[config.mk]
export PLATFORM = sky130hd
export DESIGN_NAME = uart_note_decoder
export DESIGN_NICKNAME = d
export VERILOG_FILES = /design/src/rtl/uart_note_decoder.sv
export SDC_FILE = /design/constraint.sdc
export NUM_CORES = 1
export LEC_CHECK = 0
export BUFFER_PORTS_ARGS = -buffer_cell sky130_fd_sc_hd__buf_4
export CAP_MARGIN = 20
export CELL_PAD_IN_SITES_DETAIL_PLACEMENT = 1
export CELL_PAD_IN_SITES_GLOBAL_PLACEMENT = 1
export CORE_MARGIN = 5
export CORE_UTILIZATION = 45
export DETAILED_ROUTE_END_ITERATION = 8
export PLACE_DENSITY_LB_ADDON = 0.1
export SLEW_MARGIN = 20
export SYNTH_ARGS = -nofsm -noshare
export SYNTH_HDL_FRONTEND = slang
export SYNTH_SLANG_ARGS = --single-unit
[constraint.sdc]
create_clock -name clk -period 6.2 [get_ports clk]
set_input_delay 0 -clock clk [delete_from_list [all_inputs] [get_ports clk]]
set_output_delay 0 -clock clk [all_outputs]
set_load 0.02 [all_outputs]
[src/rtl/uart_note_decoder.sv]
// uart_note_decoder: turns the UART receive byte stream into note pairs
// (uppercase 0x40+n then lowercase 0x60+n) and restart commands ('R').
// It also counts malformed or incomplete sequences in a saturating counter.
module uart_note_decoder #(
    parameter int TIMEOUT_CYCLES = 2_000_000
) (
    input  logic       clk,
    input  logic       rst,
    input  logic [7:0] rx_data,
    input  logic       rx_valid,
    input  logic       err_clr,
    output logic [3:0] note1_out,
    output logic [3:0] note2_out,
    output logic       pair_valid,
    output logic       restart,
    output logic       busy,
    output logic [7:0] err_count
);

    // The timer holds (cycles waited - 1), so the largest value it reaches is
    // TIMEOUT_CYCLES-2. Once it reaches that value, the current cycle is
    // k+TIMEOUT_CYCLES-1 relative to the uppercase byte.
    localparam int TW = (TIMEOUT_CYCLES > 2) ? $clog2(TIMEOUT_CYCLES) : 1;
    localparam logic [TW-1:0] TIMER_LAST = TW'(TIMEOUT_CYCLES - 2);

    typedef enum logic [0:0] {
        IDLE     = 1'b0,
        WAIT_LOW = 1'b1
    } state_t;

    state_t          state_reg;
    logic            vld_q_reg;
    logic [TW-1:0]   timer_reg;
    logic [3:0]      n1_hold_reg;
    logic [3:0]      note1_reg;
    logic [3:0]      note2_reg;
    logic            pair_reg;
    logic            restart_reg;
    logic            busy_reg;
    logic [7:0]      err_reg;

    logic            accept;
    logic            is_up;
    logic            is_lo;
    logic            is_rs;
    logic            is_junk;
    logic            timer_hit;
    logic            err_event;

    assign accept    = rx_valid & ~vld_q_reg;
    assign is_up     = (rx_data[7:4] == 4'h4);
    assign is_lo     = (rx_data[7:4] == 4'h6);
    assign is_rs     = (rx_data == 8'h52);
    assign is_junk   = ~(is_up | is_lo | is_rs);
    assign timer_hit = (timer_reg == TIMER_LAST);

    // Flags a protocol error for the current cycle. An accepted byte always
    // takes priority over the timeout.
    always_comb begin
        err_event = 1'b0;
        if (accept) begin
            if (state_reg == WAIT_LOW)
                err_event = is_up | is_rs | is_junk;
            else
                err_event = is_lo | is_junk;
        end else if (state_reg == WAIT_LOW && timer_hit) begin
            err_event = 1'b1;
        end
    end

    // Runs the pair-assembly state machine, including its registered outputs.
    always_ff @(posedge clk or posedge rst) begin
        if (rst) begin
            state_reg   <= IDLE;
            vld_q_reg   <= 1'b1;
            timer_reg   <= '0;
            n1_hold_reg <= 4'h0;
            note1_reg   <= 4'h0;
            note2_reg   <= 4'h0;
            pair_reg    <= 1'b0;
            restart_reg <= 1'b0;
            busy_reg    <= 1'b0;
        end else begin
            vld_q_reg   <= rx_valid;
            pair_reg    <= 1'b0;
            restart_reg <= 1'b0;
            case (state_reg)
                IDLE: begin
                    if (accept) begin
                        if (is_up) begin
                            n1_hold_reg <= rx_data[3:0];
                            timer_reg   <= '0;
                            state_reg   <= WAIT_LOW;
                            busy_reg    <= 1'b1;
                        end else if (is_rs) begin
                            restart_reg <= 1'b1;
                        end
                    end
                end
                WAIT_LOW: begin
                    if (accept) begin
                        if (is_lo) begin
                            note1_reg <= n1_hold_reg;
                            note2_reg <= rx_data[3:0];
                            pair_reg  <= 1'b1;
                            state_reg <= IDLE;
                            busy_reg  <= 1'b0;
                        end else if (is_up) begin
                            // A fresh uppercase byte restarts the pair.
                            n1_hold_reg <= rx_data[3:0];
                            timer_reg   <= '0;
                        end else begin
                            restart_reg <= is_rs;
                            state_reg   <= IDLE;
                            busy_reg    <= 1'b0;
                        end
                    end else if (timer_hit) begin
                        state_reg <= IDLE;
                        busy_reg  <= 1'b0;
                    end else begin
                        timer_reg <= timer_reg + TW'(1);
                    end
                end
                default: begin
                    state_reg <= IDLE;
                    busy_reg  <= 1'b0;
                end
            endcase
        end
    end

    // Counts protocol errors and saturates at 255. A clear wins over an
    // error in the same cycle.
    always_ff @(posedge clk or posedge rst) begin
        if (rst)
            err_reg <= 8'h00;
        else if (err_clr)
            err_reg <= 8'h00;
        else if (err_event && err_reg != 8'hFF)
            err_reg <= err_reg + 8'h01;
    end

    assign note1_out  = note1_reg;
    assign note2_out  = note2_reg;
    assign pair_valid = pair_reg;
    assign restart    = restart_reg;
    assign busy       = busy_reg;
    assign err_count  = err_reg;

endmodule

* Yosys cells after proc, flatten, opt, wreduce, memory -nomap -nowiden
Index checks and enable logic that the tools add are counted.
Word-level totals: bits of input ports 12, output and inout port bits 19, bits in registers 46, logic and storage cells 80
Operators by class: bitwise logic cells 9, add/sub/neg operators 2, equality and inequality tests 13, reduce and logical (&&, ||, !) cells 7, muxes and demuxes 39
Operator list (count):
- 21-bit 2-to-1 mux | 5
- 21-bit one-hot mux with 2 select lines | 1
- 1-bit 2-to-1 mux | 23
- 21-bit by 1-bit adder with 21-bit output (second input constant) | 1
- 21-bit equality test (second input constant) | 1
- 4-bit 2-to-1 mux | 4
- 8-bit 2-to-1 mux | 2
- 3-bit AND reduction | 3
- 8-bit by 1-bit adder with 8-bit output (second input constant) | 1
- 4-bit by 3-bit equality test with 1-bit output (second input constant) | 2
- 8-bit by 7-bit equality test with 1-bit output (second input constant) | 1
- 8-bit inequality test (second input constant) | 1
- 4-bit one-hot mux with 2 select lines | 1
- 2-bit inequality test (second input constant) | 3
- 3-bit inequality test (second input constant) | 2
- 1-bit one-hot mux with 2 select lines | 3
- 1-bit bitwise OR | 5
- 4-bit by 3-bit inequality test with 1-bit output (second input constant) | 1
- 4-bit AND reduction | 1
- 3-bit by 1-bit inequality test with 1-bit output (second input constant) | 1
- 1-bit inverter | 3
- 1-bit logical AND | 2
- 2-bit by 1-bit inequality test with 1-bit output (second input constant) | 1
- 2-bit nonzero test | 1
- 1-bit bitwise AND | 1

* Logic depth before layout (Yosys ltp)
depth in word-level cells 10, gate-level depth with buffers 10, gate-level depth less buffers 8

* Worst setup path after synthesis
Ideal clock, no wire load.
path kind reg2reg, from reg timer_reg[8], to reg err_reg[5] (netlist: err_count[5]), clock period less this slack 2537 ps, buffers on the path 2, data arrival time 2418 ps, data required time 6081 ps, setup time 119 ps, stages on the path, launching flop included 9, slack 3663 ps, cell sequence dfrtp_1 -> or4_1 -> or4_1 -> buf_2 -> nor4_4 -> o22ai_2 -> buf_6 -> o31a_1 -> o21ba_1
On the way: word-level cells in the longest chain between the ends 6
Ends and longest elaborated chain:
- start, declared | RTL line 33 | logic [TW-1:0] timer_reg;
- start signal, assigned | RTL line 121 | timer_reg <= timer_reg + TW'(1);
- 21-bit equality test | RTL line 55 | assign timer_hit = (timer_reg == TIMER_LAST);
- 1-bit logical AND | RTL line 66 | end else if (state_reg == WAIT_LOW && timer_hit) begin
- 1-bit 2-to-1 mux | RTL line 66
- 1-bit 2-to-1 mux | RTL line 61 | if (accept) begin
- 1-bit logical AND | RTL line 139 | else if (err_event && err_reg != 8'hFF)
- 2-bit nonzero test (no source line)
- end signal, assigned | RTL line 140 | err_reg <= err_reg + 8'h01;
- end, declared | RTL line 40 | logic [7:0] err_reg;
Every way passes these cells. A chain may end at the register's enable or synchronous reset.

* Worst setup path in the final report
from reg timer_reg[8], to reg err_reg[7] (netlist: err_count[7])
The elaborated chain is that of the path after synthesis.

==> impl_metrics.py <==
metrics = {
    "synth": {
        "ys_async_sr_fraction_pct": 100,
        "yosys.area.top_type": "dfrtp_1",
        "synth_ff_type": "dfrtp_1",
        "yosysWarningCount": 0,
        "synth.avg_cell_area_um2": 9.47,
        "synthDistinctLibCells": 45,
        "synth_fp_nets": 263,
        "netlist_instances": 248,
        "yosys.area.top_type_share_pct": 47.9,
        "synth.cell_area_um2": 2350,
        "yosys-top-cells-area": "dfrtp_1, nand2_1, nand3_1, o21ai_0, mux2_2",
        "ys_seq_area_share_pct": 49.1,
        "synth_edf_count": 0,
        "ys_ff_latch": 46,
    },
    "floorplan": {
        "top_level_ports": 31,
        "die_y_um": 82.2,
        "die_area_um2": 6760,
        "coreArea_um2": 5070,
        "die_w_um": 82.2,
        "start_util_pct": 46.3,
        "rows": 26,
    },
    "finish": {
        "largest_reg_flops": 21,
        "post-route-util_pct": 55.2,
        "drive_gt1_share_pct": 18.2,
        "final_cells": 357,
        "nets": 300,
        "area_delta_synth_final_pct": 19.2,
    },
    "sta": {
        "slew_viol_final": 0,
        "fin_crit_sh_pct": 46.2,
        "hold_viol": 0,
        "min_period_ps": 2860,
        "worstMarginPinSlew_ps": 963,
        "setup_tns_ps": 0,
        "relSlewSlack_pct": 35.4,
        "skew_ps": 3.98,
        "finalSetupViolCount": 0,
        "fmax_mhz": 349,
        "grt_setup_unrepaired": "false",
    },
    "route": {
        "drcViolationCount": 0,
        "routed-via-count": 2065,
        "routed_wirelength_mm": 6.17,
        "wl_per_cell_um": 17.3,
        "antenna_left": 0,
        "drt_iter0_markers": 84,
        "vias_per_cell": 5.78,
        "dr.pass1.iters": 4,
    },
    "placement": {
        "portBuffers": 30,
        "place_hpwl_mm": 4.23,
        "finalWeightedCongestion": 0.827,
        "place_inst": 341,
    },
    "run": {
        "cap_violations": 0,
    },
    "clocking": {
        "ctsHtreeMaxLevel": 2,
        "cts_tree": "built",
        "cts_sinks": 46,
        "cts_buffer_depth": 2,
        "cts_buffers": 5,
        "cts.root.buffer_cell": "clkbuf_8",
        "clock_latency_ps": 300,
        "clk_pin_slew_ps": 80,
    },
    "global_routing": {
        "grt_use_total_pct": 20.3,
        "grt_pass1_wl_mm": 10.4,
        "grt_max_degree": 47,
        "antenna_found_initial": 0,
        "grt-ovfl-total": 0,
        "grt_pass1_vias": 2090,
    },
    "worst_setup_path": {
        "critPathCaptureType": "flip-flop",
        "timing.rr.start": "timer_reg[8]",
        "r2r-end": "err_count[7]",
        "regToRegSetupSlack_ps": 3340,
        "cp_cell_sequence": "or4_1 -> or4_1 -> nor4_4 -> o22ai_2 -> or4_1 -> a21oi_1",
        "cpMostUsedCell": "or4_1",
        "slowest_stage": "or4_1",
        "arrival_ps": 3090,
        "crit_path_start_kind": "flip-flop",
        "setup.worst_path.start": "timer_reg[8]",
        "worst-setup-path-type": "flip-flop to flip-flop",
        "r2r_cells": 6,
        "required_ps": 6430,
        "crit_fanout": 12,
        "slowest_delay_ps": 640,
    },
    "worst_hold_path": {
        "hp-class": "input pin to flip-flop",
        "whs_endpoint": "timer_reg[7]",
        "worstHoldStart": "rx_data[4]",
        "min_path_cells": 3,
    },
    "pwr": {
        "p_per_area_nw_per_um2": 215,
        "vdd.ir_drop.worst_mv": 0.0973,
        "p_leak_nw": 1.28,
    },
    "run_status": {
        "outcome": "finished, final reports clean",
    },
}
metrics by stage:
| step | total power [W] | setup slack [ps] | hold WS [ps] | instance area (um2) |
|---|---|---|---|---|
| 3_3_place_gp | 0.000410 | 3420 | 138 | 2630 |
| 4_1_cts | 0.000608 | 3340 | 18.9 | 2800 |
| 3_5_place_dp | 0.000413 | 3380 | 135 | 2630 |
| 5_1_grt | 0.000632 | 3210 | 38.8 | 2800 |
| 2_1_floorplan | 0.000385 | 3660 | 4.48 | 2350 |
| 6_report | 0.000602 | 3340 | 34.1 | 2800 |
Yosys cell counts (all sizes together) (3+ instances only):
library cell	number
or3	3
mux2	8
clkbuf	6
a31oi	12
o21ai	20
nand2	34
nor4	4
nand4	6
nor2b	4
dfrtp	45
ha	3
a21oi	10
o31ai	3
and3	4
nor2	17
or4	5
inv	6
o211ai	3
buf	3
nor3	5
nand3	21
mux2i	3
critical path, delay by kind of cell (launching register included):
family	cells	cell delay (ps)
compound gates	2	380
simple gates	4	1990
flops	1	440
cells in the final DEF (no fill, tap or decap), drive strengths merged, types with 4 or more instances in the layout:
cell type and count:
dfrtp 45, nand2 34, buf 32, nand3 21, o21ai 20, nor2 17, a31oi 12, a21oi 10
mux2 8, dlygate4sd3 7, clkbuf 7, nand4 6, nor3 5, or4 5, inv 5, nor2b 4
and3 4, nor4 4
metal layers:
layer | wire [um] | global-route usage (%) | vias up
met4 | 111 | 7.31 | 0
met1 | 2820 | 27.3 | 1026
li1 | - | - | 983
met2 | 2990 | 32.5 | 47
met3 | 249 | 3.69 | 9
met5 | 0 | 0 | -
worst max-delay path by stage:
| stage | to | slack, ps | depth (start not counted) |
|---|---|---|---|
| floorplan | err_count[5] | 3660 | 8 |
| global placement | err_count[7] | 3420 | 6 |
| detailed placement | err_count[7] | 3380 | 6 |
| CTS | err_count[7] | 3340 | 6 |
| global route | err_count[7] | 3210 | 6 |
| finish | err_count[7] | 3340 | 6 |
kinds of logic after synthesis:
kind of cell	count (synthesis)	share of synthesized area, %
mux	11	5.11
compound gates	60	16.2
buf+inv	15	2.77
xor+xnor	2	0.746
simple gates	111	24.5
flops	46	49.1
fa+ha+maj	3	1.60
repair_timing:
item	in CTS	in global routing
hold buffers	7	0
setup buffers	0	0
resized for setup	0	0
setup endpoints to repair	0	0
hold endpoints to repair	60	0
layout make-up:
type,instances,area (um2)
multi-input combinational,187,1130
fill,603,2280
tap,70,87.6
timing repair buffer,39,310
clock buffer,7,86.3
antenna,1,2.50
sequential,46,1150
clock inverter,1,5.00
inverter,6,23.8
power breakdown:
group / internal [W] / leakage, nW / switching, W
combinational: 0.0000304 / 0.607 / 0.0000426
clock: 0.0000901 / 0.0482 / 0.000102
sequential: 0.000318 / 0.629 / 0.0000191
total: 0.000439 / 1.28 / 0.000163
No activity file was read; power rests on OpenSTA's default activity.
